$ cat config.mk
export PLATFORM = sky130hd
export DESIGN_NAME = shift_frame_rx
export DESIGN_NICKNAME = d
export VERILOG_FILES = /design/src/rtl/sfrx_pkg.sv /design/src/rtl/sfrx_sync_edge.sv /design/src/rtl/shift_frame_rx.sv
export SDC_FILE = /design/constraint.sdc
export NUM_CORES = 1
export LEC_CHECK = 0
export CAP_MARGIN = 5
export CORE_ASPECT_RATIO = 0.8
export CORE_MARGIN = 2
export CORE_UTILIZATION = 54
export DETAILED_ROUTE_END_ITERATION = 10
export GPL_TIMING_DRIVEN = 0
export PLACE_DENSITY_LB_ADDON = 0.12
export SLEW_MARGIN = 20
export SYNTH_ARGS = -nofsm -noshare
export SYNTH_HDL_FRONTEND = slang
export SYNTH_SLANG_ARGS = --single-unit
$ cat constraint.sdc
create_clock -name clk -period 1.8 [get_ports clk]
set_input_delay 0.18 -clock clk [delete_from_list [all_inputs] [get_ports clk]]
set_output_delay 0.18 -clock clk [all_outputs]
set_load 0.02 [all_outputs]
$ cat src/rtl/sfrx_pkg.sv
// Shared types and constants for the shift_frame_rx receiver.
// Optional build macro: SFRX_GLITCH_FILTER_EN (2-sample agreement filter on sclk/sen).
package sfrx_pkg;

  typedef enum logic [1:0] {
    ST_IDLE  = 2'd0,
    ST_SHIFT = 2'd1,
    ST_LATCH = 2'd2
  } state_t;

  localparam int SYNC_STAGES = 2;

`ifdef SFRX_GLITCH_FILTER_EN
  localparam int FILT_STAGES = 1;
`else
  localparam int FILT_STAGES = 0;
`endif

  // sdi must lag by exactly as many flops as the registered sclk rise strobe
  localparam int SDI_DEPTH = SYNC_STAGES + 1 + FILT_STAGES;

  // cycles after reset before the sen level reflects the pin rather than the preset
  localparam logic [2:0] WARM_CYCLES = 3'(SYNC_STAGES + 2);

endpackage

$ cat src/rtl/sfrx_sync_edge.sv
// Synchronizes one async strobe into clk and emits registered level/rise/fall.
// Latency: 3 clk from pin to rise/fall (4 with SFRX_GLITCH_FILTER_EN); no backpressure.
// Flops preset to 1 so an idle-high line produces no edge out of reset.
module sfrx_sync_edge
  import sfrx_pkg::*;
(
  input  logic clk,
  input  logic rst,
  input  logic din,
  output logic lvl,
  output logic rise,
  output logic fall
);

  logic [SYNC_STAGES-1:0] sync_q;
  logic                   prev_q;
  logic                   cand;
  logic                   held;

  always_comb begin
`ifdef SFRX_GLITCH_FILTER_EN
    // level only moves once two consecutive synced samples agree
    held = lvl;
    cand = (sync_q[SYNC_STAGES-1] == prev_q) ? prev_q : lvl;
`else
    held = prev_q;
    cand = sync_q[SYNC_STAGES-1];
`endif
  end

  always_ff @(posedge clk) begin
    if (rst) begin
      sync_q <= '1;
      prev_q <= 1'b1;
      lvl    <= 1'b1;
      rise   <= 1'b0;
      fall   <= 1'b0;
    end else begin
      sync_q <= {sync_q[SYNC_STAGES-2:0], din};
      prev_q <= sync_q[SYNC_STAGES-1];
      lvl    <= cand;
      rise   <= cand & ~held;
      fall   <= ~cand & held;
    end
  end

endmodule

$ cat src/rtl/shift_frame_rx.sv
// Reassembles MSB-first serial frames (sclk/sdi/sen) into FRAME_W-bit words for MIO reads.
// Latency: rx_valid 4 clk edges after sen high is first sampled (5 with SFRX_GLITCH_FILTER_EN).
// No backpressure: an unread word is overwritten and flagged by sticky overrun.
module shift_frame_rx
  import sfrx_pkg::*;
#(
  parameter int FRAME_W = 16,
  parameter int CNT_W   = 7
) (
  input  logic               clk,
  input  logic               rst,
  input  logic               sclk,
  input  logic               sdi,
  input  logic               sen,
  input  logic               rd_en,
  output logic [FRAME_W-1:0] rx_data,
  output logic               rx_valid,
  output logic               frame_err,
  output logic               overrun,
  output logic               busy
);

  localparam logic [CNT_W-1:0] CNT_FULL = CNT_W'(FRAME_W);
  localparam logic [CNT_W-1:0] CNT_SAT  = CNT_W'(FRAME_W + 1);

  state_t               state_q, state_d;
  logic [FRAME_W-1:0]   sreg_q;
  logic [CNT_W-1:0]     cnt_q;
  logic [SDI_DEPTH-1:0] sdi_q;
  logic [2:0]           warm_q;
  logic                 armed_q;

  logic sclk_lvl, sclk_rise, sclk_fall;
  logic sen_lvl, sen_rise, sen_fall;
  logic unused_sclk;

  sfrx_sync_edge u_sclk_sync (
    .clk  (clk),
    .rst  (rst),
    .din  (sclk),
    .lvl  (sclk_lvl),
    .rise (sclk_rise),
    .fall (sclk_fall)
  );

  sfrx_sync_edge u_sen_sync (
    .clk  (clk),
    .rst  (rst),
    .din  (sen),
    .lvl  (sen_lvl),
    .rise (sen_rise),
    .fall (sen_fall)
  );

  assign unused_sclk = sclk_lvl ^ sclk_fall;
  assign busy        = (state_q == ST_SHIFT);

  always_comb begin
    state_d = state_q;
    case (state_q)
      ST_IDLE:  if (sen_fall && armed_q) state_d = ST_SHIFT;
      ST_SHIFT: if (sen_rise) state_d = ST_LATCH;
      ST_LATCH: state_d = ST_IDLE;
      default:  state_d = ST_IDLE;
    endcase
  end

  always_ff @(posedge clk) begin
    if (rst) begin
      state_q <= ST_IDLE;
      sdi_q   <= '0;
      warm_q  <= '0;
      armed_q <= 1'b0;
    end else begin
      state_q <= state_d;
      sdi_q   <= {sdi_q[SDI_DEPTH-2:0], sdi};
      if (warm_q != WARM_CYCLES) warm_q <= warm_q + 3'd1;
      // a frame may only start after sen has been seen high from the real pin
      if (state_q == ST_IDLE && state_d == ST_SHIFT) armed_q <= 1'b0;
      else if (warm_q == WARM_CYCLES && sen_lvl)    armed_q <= 1'b1;
    end
  end

  always_ff @(posedge clk) begin
    if (rst) begin
      sreg_q    <= '0;
      cnt_q     <= '0;
      rx_data   <= '0;
      rx_valid  <= 1'b0;
      frame_err <= 1'b0;
      overrun   <= 1'b0;
    end else begin
      if (state_q == ST_IDLE && state_d == ST_SHIFT) begin
        sreg_q <= '0;
        cnt_q  <= '0;
      end

      if (state_q == ST_SHIFT && sclk_rise) begin
        sreg_q <= {sreg_q[FRAME_W-2:0], sdi_q[SDI_DEPTH-1]};
        if (cnt_q != CNT_SAT) cnt_q <= cnt_q + 1'b1;
      end

      if (rd_en) begin
        rx_valid  <= 1'b0;
        frame_err <= 1'b0;
        overrun   <= 1'b0;
      end

      // latch results override a same-cycle read acknowledge
      if (state_q == ST_LATCH) begin
        if (cnt_q == CNT_FULL) begin
          rx_data  <= sreg_q;
          rx_valid <= 1'b1;
          if (rx_valid && !rd_en) overrun <= 1'b1;
        end else begin
          frame_err <= 1'b1;
        end
      end
    end
  end

endmodule

==> results of run 1 <==
-- layout by cell type, fill, tap and decap left out, drive strengths merged, types with 2 or more instances in the layout --
cell	Yosys	routed
a21o	4	4
a21oi	6	6
a22oi	16	16
and3	5	5
and4bb	2	2
buf	6	6
clkbuf	5	15
clkdlybuf4s50	0	23
clkinv	0	3
clkinvlp	0	2
dfxtp	60	60
ha	5	5
inv	7	7
mux2i	17	17
nand2	6	6
nand3	5	5
nor2	42	42
nor2b	6	6
nor3	3	3
nor3b	5	5
o21ai	2	2
o22ai	2	2
or2	8	8
-- state kept, by name, indices dropped and copies added, names as in the netlist --
register	cells
rx_data	16
sreg_q	16
cnt_q	7
sdi_q	3
warm_q	3
state_q	2
u_sclk_sync.sync_q	2
u_sen_sync.sync_q	2
armed_q	1
frame_err	1
overrun	1
rx_valid	1
u_sclk_sync.held	1
u_sclk_sync.rise	1
u_sen_sync.fall	1
u_sen_sync.held	1
u_sen_sync.rise	1
-- cell type report --
| cell class | count | area (um^2) |
|---|---|---|
| Fill cell | 343 | 1330 |
| Multi-Input combinational cell | 146 | 962 |
| Inverter | 7 | 26.3 |
| Sequential cell | 60 | 1200 |
| Buffer | 11 | 71.3 |
| Tap cell | 57 | 71.3 |
| Timing Repair Buffer | 24 | 239 |
| Clock buffer | 10 | 138 |
| Clock inverter | 6 | 63.8 |
-- what timing repair did --
item	4_1_cts	5_1_grt
endpoints found under the setup margin	1	0
setup buffers	0	0
resized for setup	1	0
-- synth_stat cells, types with 2 or more instances --
library cell / number / area (um^2)
sky130_fd_sc_hd__nor3_1: 3 / 15.0
sky130_fd_sc_hd__a21oi_1: 6 / 30.0
sky130_fd_sc_hd__clkbuf_1: 5 / 18.8
sky130_fd_sc_hd__a22oi_1: 16 / 120
sky130_fd_sc_hd__mux2i_1: 17 / 170
sky130_fd_sc_hd__nor3b_1: 5 / 37.5
sky130_fd_sc_hd__nor2_1: 42 / 158
sky130_fd_sc_hd__or2_2: 7 / 43.8
sky130_fd_sc_hd__inv_1: 7 / 26.3
sky130_fd_sc_hd__nor2b_1: 6 / 37.5
sky130_fd_sc_hd__nand3_1: 4 / 20.0
sky130_fd_sc_hd__buf_2: 2 / 10.0
sky130_fd_sc_hd__and3_1: 4 / 25.0
sky130_fd_sc_hd__o22ai_1: 2 / 12.5
sky130_fd_sc_hd__dfxtp_1: 60 / 1200
sky130_fd_sc_hd__a21o_1: 4 / 30.0
sky130_fd_sc_hd__ha_1: 5 / 62.6
sky130_fd_sc_hd__nand2_1: 6 / 22.5
-- worst paths after layout --
kind                            slack, ns              from               end  depth (start not counted)
worst max-delay path                 0.12          cnt_q[0]        rx_data[5]                          8
worst min-delay path                 0.39  u_sclk_sync.held  u_sclk_sync.rise                          1
worst max register to register       0.12          cnt_q[0]        rx_data[5]                          8
worst min register to register       0.39  u_sclk_sync.held  u_sclk_sync.rise                          1
-- stage by stage --
| stage | cells | setup WS [ns] | util | area, um^2 | hold slack [ns] |
|---|---|---|---|---|---|
| floorplan | 224 | 0.300 | - | 2260 | 0.257 |
| global placement | 305 | 0.152 | 0.628 | 2570 | 0.377 |
| detailed placement | 305 | 0.132 | 0.628 | 2570 | 0.384 |
| CTS | 321 | 0.109 | 0.676 | 2770 | 0.395 |
| global route | 321 | 0.0108 | 0.676 | 2770 | 0.411 |
| finish | 321 | 0.122 | 0.676 | 2770 | 0.393 |
-- metal layers --
metal / track usage / vias up
met4: 0.0779 / 0
met3: 0.0694 / 5
met2: 0.310 / 23
met1: 0.234 / 761
met5: 0 / -
li1: - / 842
-- worst register-to-register path, cell delays in order, from the launching register on --
cell,delay (ns)
sky130_fd_sc_hd__dfxtp_1,0.44
sky130_fd_sc_hd__inv_1,0.07
sky130_fd_sc_hd__ha_1,0.20
sky130_fd_sc_hd__and4bb_4,0.20
sky130_fd_sc_hd__nand3_2,0.07
sky130_fd_sc_hd__buf_6,0.16
sky130_fd_sc_hd__buf_12,0.16
sky130_fd_sc_hd__mux2i_1,0.19
sky130_fd_sc_hd__nor2_1,0.05
-- logic make-up (layout without fill, tap and decap cells) --
| group | count (synthesis) | count (layout) | synth area share |
|---|---|---|---|
| AOI/OAI and AO/OA | 35 | 35 | 0.115 |
| DFF | 60 | 60 | 0.531 |
| buffers and inverters | 18 | 58 | 0.0432 |
| xor gates and xnor gates | 2 | 2 | 0.00775 |
| adders and majority gates | 5 | 5 | 0.0277 |
| and+or+nand+nor | 87 | 87 | 0.200 |
| muxes | 17 | 17 | 0.0753 |
-- power by group --
| part | switching (mW) | internal (mW) |
|---|---|---|
| combinational | 0.0463 | 0.0337 |
| clock | 0.514 | 0.673 |
| sequential | 0.0119 | 1.35 |
==> summary.md, run 1 <==
* **class of the tightest hold or removal check** flip-flop to flip-flop
* **FFs w/ async S/R, synth** 0
* **share of the clock period used by the worst path** 0.932
* **Wirelength per Cell** 12.5 um
* **Worst EP required** 2.00 ns
* **Setup Skew** 0.00983 ns
* **port bufs** 24
* **worst path bufs/invs** 3
* **power consumption** 2.63 mW
* **share of synthesized area occupied by flip-flops and latches** 0.531
* **synthesis warning total** 0
* **total via count in the routed design** 1631
* **area delta synth->final** 22.6%
* **nature of the critical path endpoint** flip-flop
* **Max-cap violations** 0
* **outcome** finished, final reports clean
* **routed length on met2** 1770 um
* **pin count of the biggest net entering global routing** 12
* **Chip Height** 61.9 um
* **Achievable Freq** 0.596 GHz
* **initial antenna violation count** 0
* **setup_tns** 0 ns
* **maximum fanout along the worst path** 10
* **crit path time final** 1.68 ns
* **total global routing overflow** 0
* **antenna fix cells** 0
* **nets** 270
* **post-synthesis instance total** 224
* **Post-DRT Antenna Nets** 0
* **average cell area after synthesis** 10.1 um^2
* **crit path launch type** flip-flop
* **Clock Tree Root** sky130_fd_sc_hd__clkbuf_8
* **Inserted Clock Buffers** 9
* **via count of the first global-routing pass** 1492
* **number of enable-type register cells in the synthesized netlist** 0
* **combined area of all synthesized cells** 2260 um^2
* **number of clock sinks** 60
* **Clock Pin Slew Worst Setup and Hold Paths** 0.07 ns
* **buffers from clock root to sink, at most** 2
* **hold bufs inserted after CTS** 0
* **final-report max-slew violation count** 0
* **H-tree depth** 3
* **TritonCTS clock tree** done
* **critical path class** flip-flop to flip-flop
* **share of final-layout standard cells stronger than drive strength 1** 0.129
* **endpoint arrival time on the critical path** 1.88 ns
* **slowest library cell on the worst path** sky130_fd_sc_hd__dfxtp_1
* **number of unique standard cell types used by synthesis** 41
* **Die ar.** 4720 um^2
* **Via-to-Cell Ratio** 5.08
* **Final Wtd Congestion** 0.766
* **cell family contributing the most delay on the critical path** flip-flops
* **clock insertion delay at the later pin of the skew report** 0.33 ns
* **pwr dens** 947 nW/um^2
* **post-synthesis sequential element count** 60
* **initial standard-cell utilization of the core** 0.552
* **detailed placer's ending HPWL** 2800 um
* **slew at the pin closest to its max-slew limit** 0.534 ns
* **DRC viols** 0
* **All-Layer GR Usage** 0.189
* **worst voltage drop across the vdd grid** 0.000716 V
* **leakage** 1.20 nW
* **Mapped Nets** 235
* **setup repair after global routing missed its margin** false
* **wire length of the first global-routing pass** 6770 um
* **Row Count** 21
* **met1 wire length** 2040 um
* **Setup violations, final** 0
* **top layer reached by signal wires** met4
* **count of endpoints failing hold in the final timing report** 0
* **number of DRC violations after detailed-routing iteration 0** 59
* **Crit path largest cell delay** 0.44 ns
* **worst slew margin relative to its limit** 0.644
* **cell chain of the critical path** inv_1 > ha_1 > and4bb_4 > nand3_2 > buf_6 > buf_12 > mux2i_1 > nor2_1
* **DRT Wirelength** 4030 um
* **most common flop cell mapped by yosys** sky130_fd_sc_hd__dfxtp_1
* **1st-pass router iterations** 4
* **number of top-level pins** 26
* **Placeable Area** 4100 um^2
* **die width** 76.3 um
* **detailed route wirelength on metal3** 165 um
Power figures use the tool's default switching activity.
==> run 2: changes to the inputs <==
- CTS_CLUSTER_DIAMETER: default -> 30
- clock period: 1.8 -> 2.1 ns (I/O delays scaled with it)
==> summary.md, run 2 (synthesis results as in run 1) <==
* **worst slew margin relative to its limit** 0.646
* **crit path launch type** flip-flop
* **launch point of the worst path** state_q[0]
* **number of clock sinks** 60
* **TritonCTS clock tree** done
* **post-CTS setup buffer count** 0
* **start of the worst register-to-register path** cnt_q[0]
* **die width** 76.3 um
* **end point of the critical path** busy
* **count of endpoints failing hold in the final timing report** 0
* **initial standard-cell utilization of the core** 0.552
* **setup repair after global routing missed its margin** false
* **Worst EP required** 1.89 ns
* **pwr dens** 811 nW/um^2
* **buffers from clock root to sink, at most** 2
* **nets** 270
* **1st-pass router iterations** 4
* **Via-to-Cell Ratio** 5.07
* **Inserted Clock Buffers** 9
* **non-filler instance count after layout** 321
* **Final Wtd Congestion** 0.766
* **worst path bufs/invs** 1
* **total via count in the routed design** 1629
* **slew at the pin closest to its max-slew limit** 0.531 ns
* **post_cts resized** 0
* **pin count of the biggest net entering global routing** 12
* **Wirelength per Cell** 12.6 um
* **port bufs** 24
* **detailed placer's ending HPWL** 2800 um
* **hold bufs inserted after CTS** 0
* **most common cell after layout, fill and taps aside** sky130_fd_sc_hd__dfxtp_1
* **initial antenna violation count** 0
* **area delta synth->final** 22.7%
* **core utilization of the finished layout** 0.677
* **final-report max-slew violation count** 0
* **Setup violations, final** 0
* **Chip Height** 61.9 um
* **share of the clock period used by the worst path** 0.878
* **Setup Skew** 0.00981 ns
* **slowest library cell on the worst path** sky130_fd_sc_hd__clkdlybuf4s50_1
* **power consumption** 2.25 mW
* **wire length of the first global-routing pass** 6760 um
* **clock insertion delay at the later pin of the skew report** 0.33 ns
* **nature of the critical path endpoint** output port
* **number of DRC violations after detailed-routing iteration 0** 67
* **Clock Pin Slew Worst Setup and Hold Paths** 0.07 ns
* **Placeable Area** 4100 um^2
* **DRT Wirelength** 4030 um
* **cell family contributing the most delay on the critical path** buffers and inverters
* **Post-DRT Antenna Nets** 0
* **top flop regs** rx_data (16), sreg_q (16), cnt_q (7)
* **Row Count** 21
* **capture instance of the worst register-to-register path** rx_data[5]
* **antenna fix cells** 0
* **most frequent cells in the layout** sky130_fd_sc_hd__dfxtp_1, sky130_fd_sc_hd__nor2_1, sky130_fd_sc_hd__clkdlybuf4s50_1
* **critical path class** flip-flop to output port
* **class of the tightest hold or removal check** flip-flop to flip-flop
* **Achievable Freq** 0.542 GHz
* **Die ar.** 4720 um^2
* **reg2reg setup slack** 0.42 ns
* **maximum fanout along the worst path** 6
* **worst voltage drop across the vdd grid** 0.000614 V
* **outcome** finished, final reports clean
* **DRC viols** 0
* **Crit path largest cell delay** 0.65 ns
* **cells on worst reg2reg path** 8
* **Filler cells** 342
* **All-Layer GR Usage** 0.189
* **number of gates on the worst path with buffers counted** 2
* **flip-flop and latch area** 1200 um^2
* **number of top-level pins** 26
* **area used by multi-input combinational logic** 962 um^2
* **via count of the first global-routing pass** 1492
* **share of final-layout standard cells stronger than drive strength 1** 0.129
* **cell chain of the critical path** nor2b_1 > clkdlybuf4s50_1
* **total global routing overflow** 0
* **Max-cap violations** 0
* **endpoint arrival time on the critical path** 1.63 ns
* **leakage** 1.19 nW
* **Clock Tree Root** sky130_fd_sc_hd__clkbuf_8
* **crit path time final** 1.84 ns
* **Placed Instances** 305
* **H-tree depth** 3
* **setup_tns** 0 ns
-- run 2: stage by stage --
stage / cell area, um^2 / hold slack, ns / worst slack (ns)
6_report: 2770 / 0.393 / 0.256
3_3_place_gp: 2570 / 0.377 / 0.452
2_1_floorplan: 2260 / 0.287 / 0.600
5_1_grt: 2770 / 0.418 / 0.162
3_5_place_dp: 2570 / 0.384 / 0.432
4_1_cts: 2770 / 0.395 / 0.212
-- run 2: area by class of cell --
cell class	instances	area share
multi-input combinational	146	0.347
clock buffer	10	0.0496
buffer	11	0.0257
timing repair buffer	24	0.0866
sequential	60	0.433
clock inverter	6	0.0230
tap	57	0.0257
inverter	7	0.00947
-- run 2: worst reg2reg max path, stage by stage, from the launching register on --
cell	delay, ns
sky130_fd_sc_hd__dfxtp_1	0.44
sky130_fd_sc_hd__inv_1	0.07
sky130_fd_sc_hd__ha_1	0.20
sky130_fd_sc_hd__and4bb_4	0.20
sky130_fd_sc_hd__nand3_2	0.07
sky130_fd_sc_hd__buf_6	0.16
sky130_fd_sc_hd__buf_12	0.16
sky130_fd_sc_hd__mux2i_1	0.20
sky130_fd_sc_hd__nor2_1	0.05
-- run 2: routing by layer --
layer	up-vias	GRT usage	share of wire
met4	0	0.0779	0.013
li1	842	-	-
met2	26	0.310	0.44
met5	-	0	0
met3	5	0.0694	0.045
met1	756	0.233	0.50
-- run 2: where the power goes --
part / total, mW / internal [mW] / switching [mW]
Clock: 1.02 / 0.577 / 0.439
Combinational: 0.0686 / 0.0289 / 0.0397
Sequential: 1.17 / 1.16 / 0.0104
-- run 2: how the worst min path moves through the flow --
stage	startpoint	end	cells past startpoint
floorplan	rd_en	overrun	1
global placement	u_sclk_sync.held	u_sclk_sync.rise	1
detailed placement	u_sclk_sync.held	u_sclk_sync.rise	1
CTS	u_sclk_sync.held	u_sclk_sync.rise	1
global route	u_sclk_sync.held	u_sclk_sync.rise	1
finish	u_sclk_sync.held	u_sclk_sync.rise	1
==> run 3: changes to the inputs <==
- ABC_AREA: default -> 1
==> summary.md, run 3 <==
* **die width** 79.8 um
* **Die ar.** 5160 um^2
* **leakage** 1.19 nW
* **power spent charging and discharging nets** 0.528 mW
* **H-tree depth** 3
* **number of enable-type register cells in the synthesized netlist** 0
* **fraction of met1 tracks used by global routing** 0.279
* **TritonCTS clock tree** done
* **maximum fanout along the worst path** 3
* **total via count in the routed design** 2079
* **Final Wtd Congestion** 0.897
* **number of top-level pins** 26
* **All-Layer GR Usage** 0.216
* **global routing met2 resource utilization** 0.337
* **setup_tns** 0 ns
* **wire length of the first global-routing pass** 8520 um
* **internal power contribution** 2.08 mW
* **post-CTS setup buffer count** 0
* **fin worst setup slack** 0.369 ns
* **post-synthesis instance total** 317
* **port bufs** 25
* **Most Used Layer, Global Route** met2
* **critical path class** flip-flop to output port
* **Seq pwr share** 0.459
* **nets** 364
* **initial standard-cell utilization of the core** 0.550
* **most common flop cell mapped by yosys** sky130_fd_sc_hd__dfxtp_1
* **slew at the pin closest to its max-slew limit** 0.524 ns
* **core utilization of the finished layout** 0.678
* **combinational share of power** 0.049
* **clock network power share** 0.492
* **DRC viols** 0
* **count of endpoints failing hold in the final timing report** 0
* **detailed placer's ending HPWL** 3460 um
* **Clock Tree Root** sky130_fd_sc_hd__clkbuf_8
* **most frequent cells after synthesis** sky130_fd_sc_hd__nand2_1, sky130_fd_sc_hd__dfxtp_1, sky130_fd_sc_hd__a21oi_1
* **Chip Height** 64.7 um
* **ranking of synthesized cells by area** sky130_fd_sc_hd__dfxtp_1, sky130_fd_sc_hd__nand2_1, sky130_fd_sc_hd__a21oi_1, sky130_fd_sc_hd__nand3_1, sky130_fd_sc_hd__nand3b_1
* **share of final-layout standard cells stronger than drive strength 1** 0.117
* **area delta synth->final** 23.2%
* **Worst EP required** 1.89 ns
* **final-report max-slew violation count** 0
* **number of unique standard cell types used by synthesis** 23
* **post_cts resized** 0
* **number of DRC violations after detailed-routing iteration 0** 107
* **Row Count** 22
* **average cell area after synthesis** 7.84 um^2
* **most frequent cells in the layout** sky130_fd_sc_hd__nand2_1, sky130_fd_sc_hd__dfxtp_1, sky130_fd_sc_hd__a21oi_1
* **pwr dens** 853 nW/um^2
* **Non-Filler Cell Area, Final** 3060 um^2
* **Setup violations, final** 0
* **DRT Wirelength** 4910 um
* **clock insertion delay at the later pin of the skew report** 0.33 ns
* **worst voltage drop across the vdd grid** 0.000544 V
* **Mapped Nets** 328
* **hold bufs inserted after CTS** 0
* **crit path time final** 1.73 ns
* **share of synthesized area occupied by flip-flops and latches** 0.483
* **Via-to-Cell Ratio** 4.97
* **combined area of all synthesized cells** 2480 um^2
* **met3 Usage GRT** 0.0710
* **area fraction of the dominant cell type after synthesis** 0.483
* **worst slew margin relative to its limit** 0.651
* **dominant cell type by area after synthesis** sky130_fd_sc_hd__dfxtp_1
* **FFs w/ async S/R, synth** 0
* **top flop regs** rx_data (16), sreg_q (16), cnt_q (7)
* **dpl cell area** 2810 um^2
* **Wirelength per Cell** 11.7 um
* **Placed Instances** 402
* **setup repair after global routing missed its margin** false
* **Setup Skew** 0.00611 ns
* **endpoint arrival time on the critical path** 1.52 ns
* **number of clock sinks** 60
* **power consumption** 2.61 mW
* **crit path launch type** flip-flop
* **Max-cap violations** 0
* **non-filler instance count after layout** 418
* **antenna fix cells** 0
* **class of the tightest hold or removal check** flip-flop to flip-flop
* **buffers from clock root to sink, at most** 2
* **worst hold slack** 0.399 ns
* **Clock Pin Slew Worst Setup and Hold Paths** 0.06 ns
* **Inserted Clock Buffers** 9
* **most common cell after layout, fill and taps aside** sky130_fd_sc_hd__nand2_1
* **Switching Fraction** 0.202
* **via count of the first global-routing pass** 1903
* **nature of the critical path endpoint** output port
* **pin count of the biggest net entering global routing** 11
* **Place WS** 0.366 ns
* **Placeable Area** 4510 um^2
* **1st-pass router iterations** 4
* **Achievable Freq** 0.578 GHz
* **post-synthesis sequential element count** 60
* **most numerous cell in the Yosys netlist** sky130_fd_sc_hd__nand2_1
* **total global routing overflow** 0
* **initial antenna violation count** 0
* **outcome** finished, final reports clean
* **synthesis warning total** 0
* **Post-DRT Antenna Nets** 0
* **share of the clock period used by the worst path** 0.824
==> run 3: cell count changes after synthesis, sizes merged, moves of 4 or more <==
cell | before | now
nand2 | 6 | 64
a21oi | 6 | 45
nand3 | 5 | 31
inv | 7 | 27
mux2i | 17 | 0
a22oi | 16 | 0
nand3b | 1 | 17
buf | 6 | 12
nor2 | 42 | 36
nor2b | 6 | 0
and3 | 5 | 0
nor3b | 5 | 0
a21o | 4 | 0
or2 | 8 | 4
==> run 3: logic make-up after synthesis <==
family,Yosys count,share of synthesized area
AND/OR/NAND/NOR,156,0.295
flip-flops,60,0.483
AO/OA/AOI/OAI,51,0.109
buffers and inverters,44,0.0836
adder cells (fa/ha/maj),5,0.0252
XOR/XNOR,1,0.00353
==> run 3: power groups by stage <==
stage	logic (mW)	registers (mW)	clock network [mW]
detailed placement	0.128	1.22	0
floorplan	0.0927	1.22	0
global route	0.144	1.20	1.37
finish	0.127	1.20	1.28
global placement	0.119	1.22	0
CTS	0.129	1.20	1.31
==> run 3: worst max-delay path: stages, from the launching register on <==
cell and delay (ns):
sky130_fd_sc_hd__dfxtp_1 0.31, sky130_fd_sc_hd__inv_1 0.08, sky130_fd_sc_hd__nand2_1 0.11, sky130_fd_sc_hd__inv_1 0.09
sky130_fd_sc_hd__clkdlybuf4s50_1 0.60
==> run 3: layout make-up <==
type | count | area, um^2
plain buffers | 17 | 106
clock buffers | 12 | 155
clock inverters | 4 | 95.1
fillers | 386 | 1450
inverters | 27 | 101
multi-input cells | 213 | 1080
flip-flops and latches | 60 | 1200
well taps | 60 | 75.1
repair buffers | 25 | 250
==> run 3: layer usage <==
| layer | vias up | wire [um] |
|---|---|---|
| met5 | - | 0 |
| met4 | 0 | 58 |
| met3 | 9 | 183 |
| met2 | 34 | 2120 |
| met1 | 935 | 2550 |
| li1 | 1101 | - |
==> run 3: path summary, 6_finish.rpt <==
check                         from                to  slack, ns  cells after the start
hold reg to reg   u_sclk_sync.held  u_sclk_sync.rise       0.40                      1
setup / recovery        state_q[1]              busy       0.37                      4
hold / removal    u_sclk_sync.held  u_sclk_sync.rise       0.40                      1
setup reg to reg          cnt_q[0]        rx_data[0]       0.64                      8
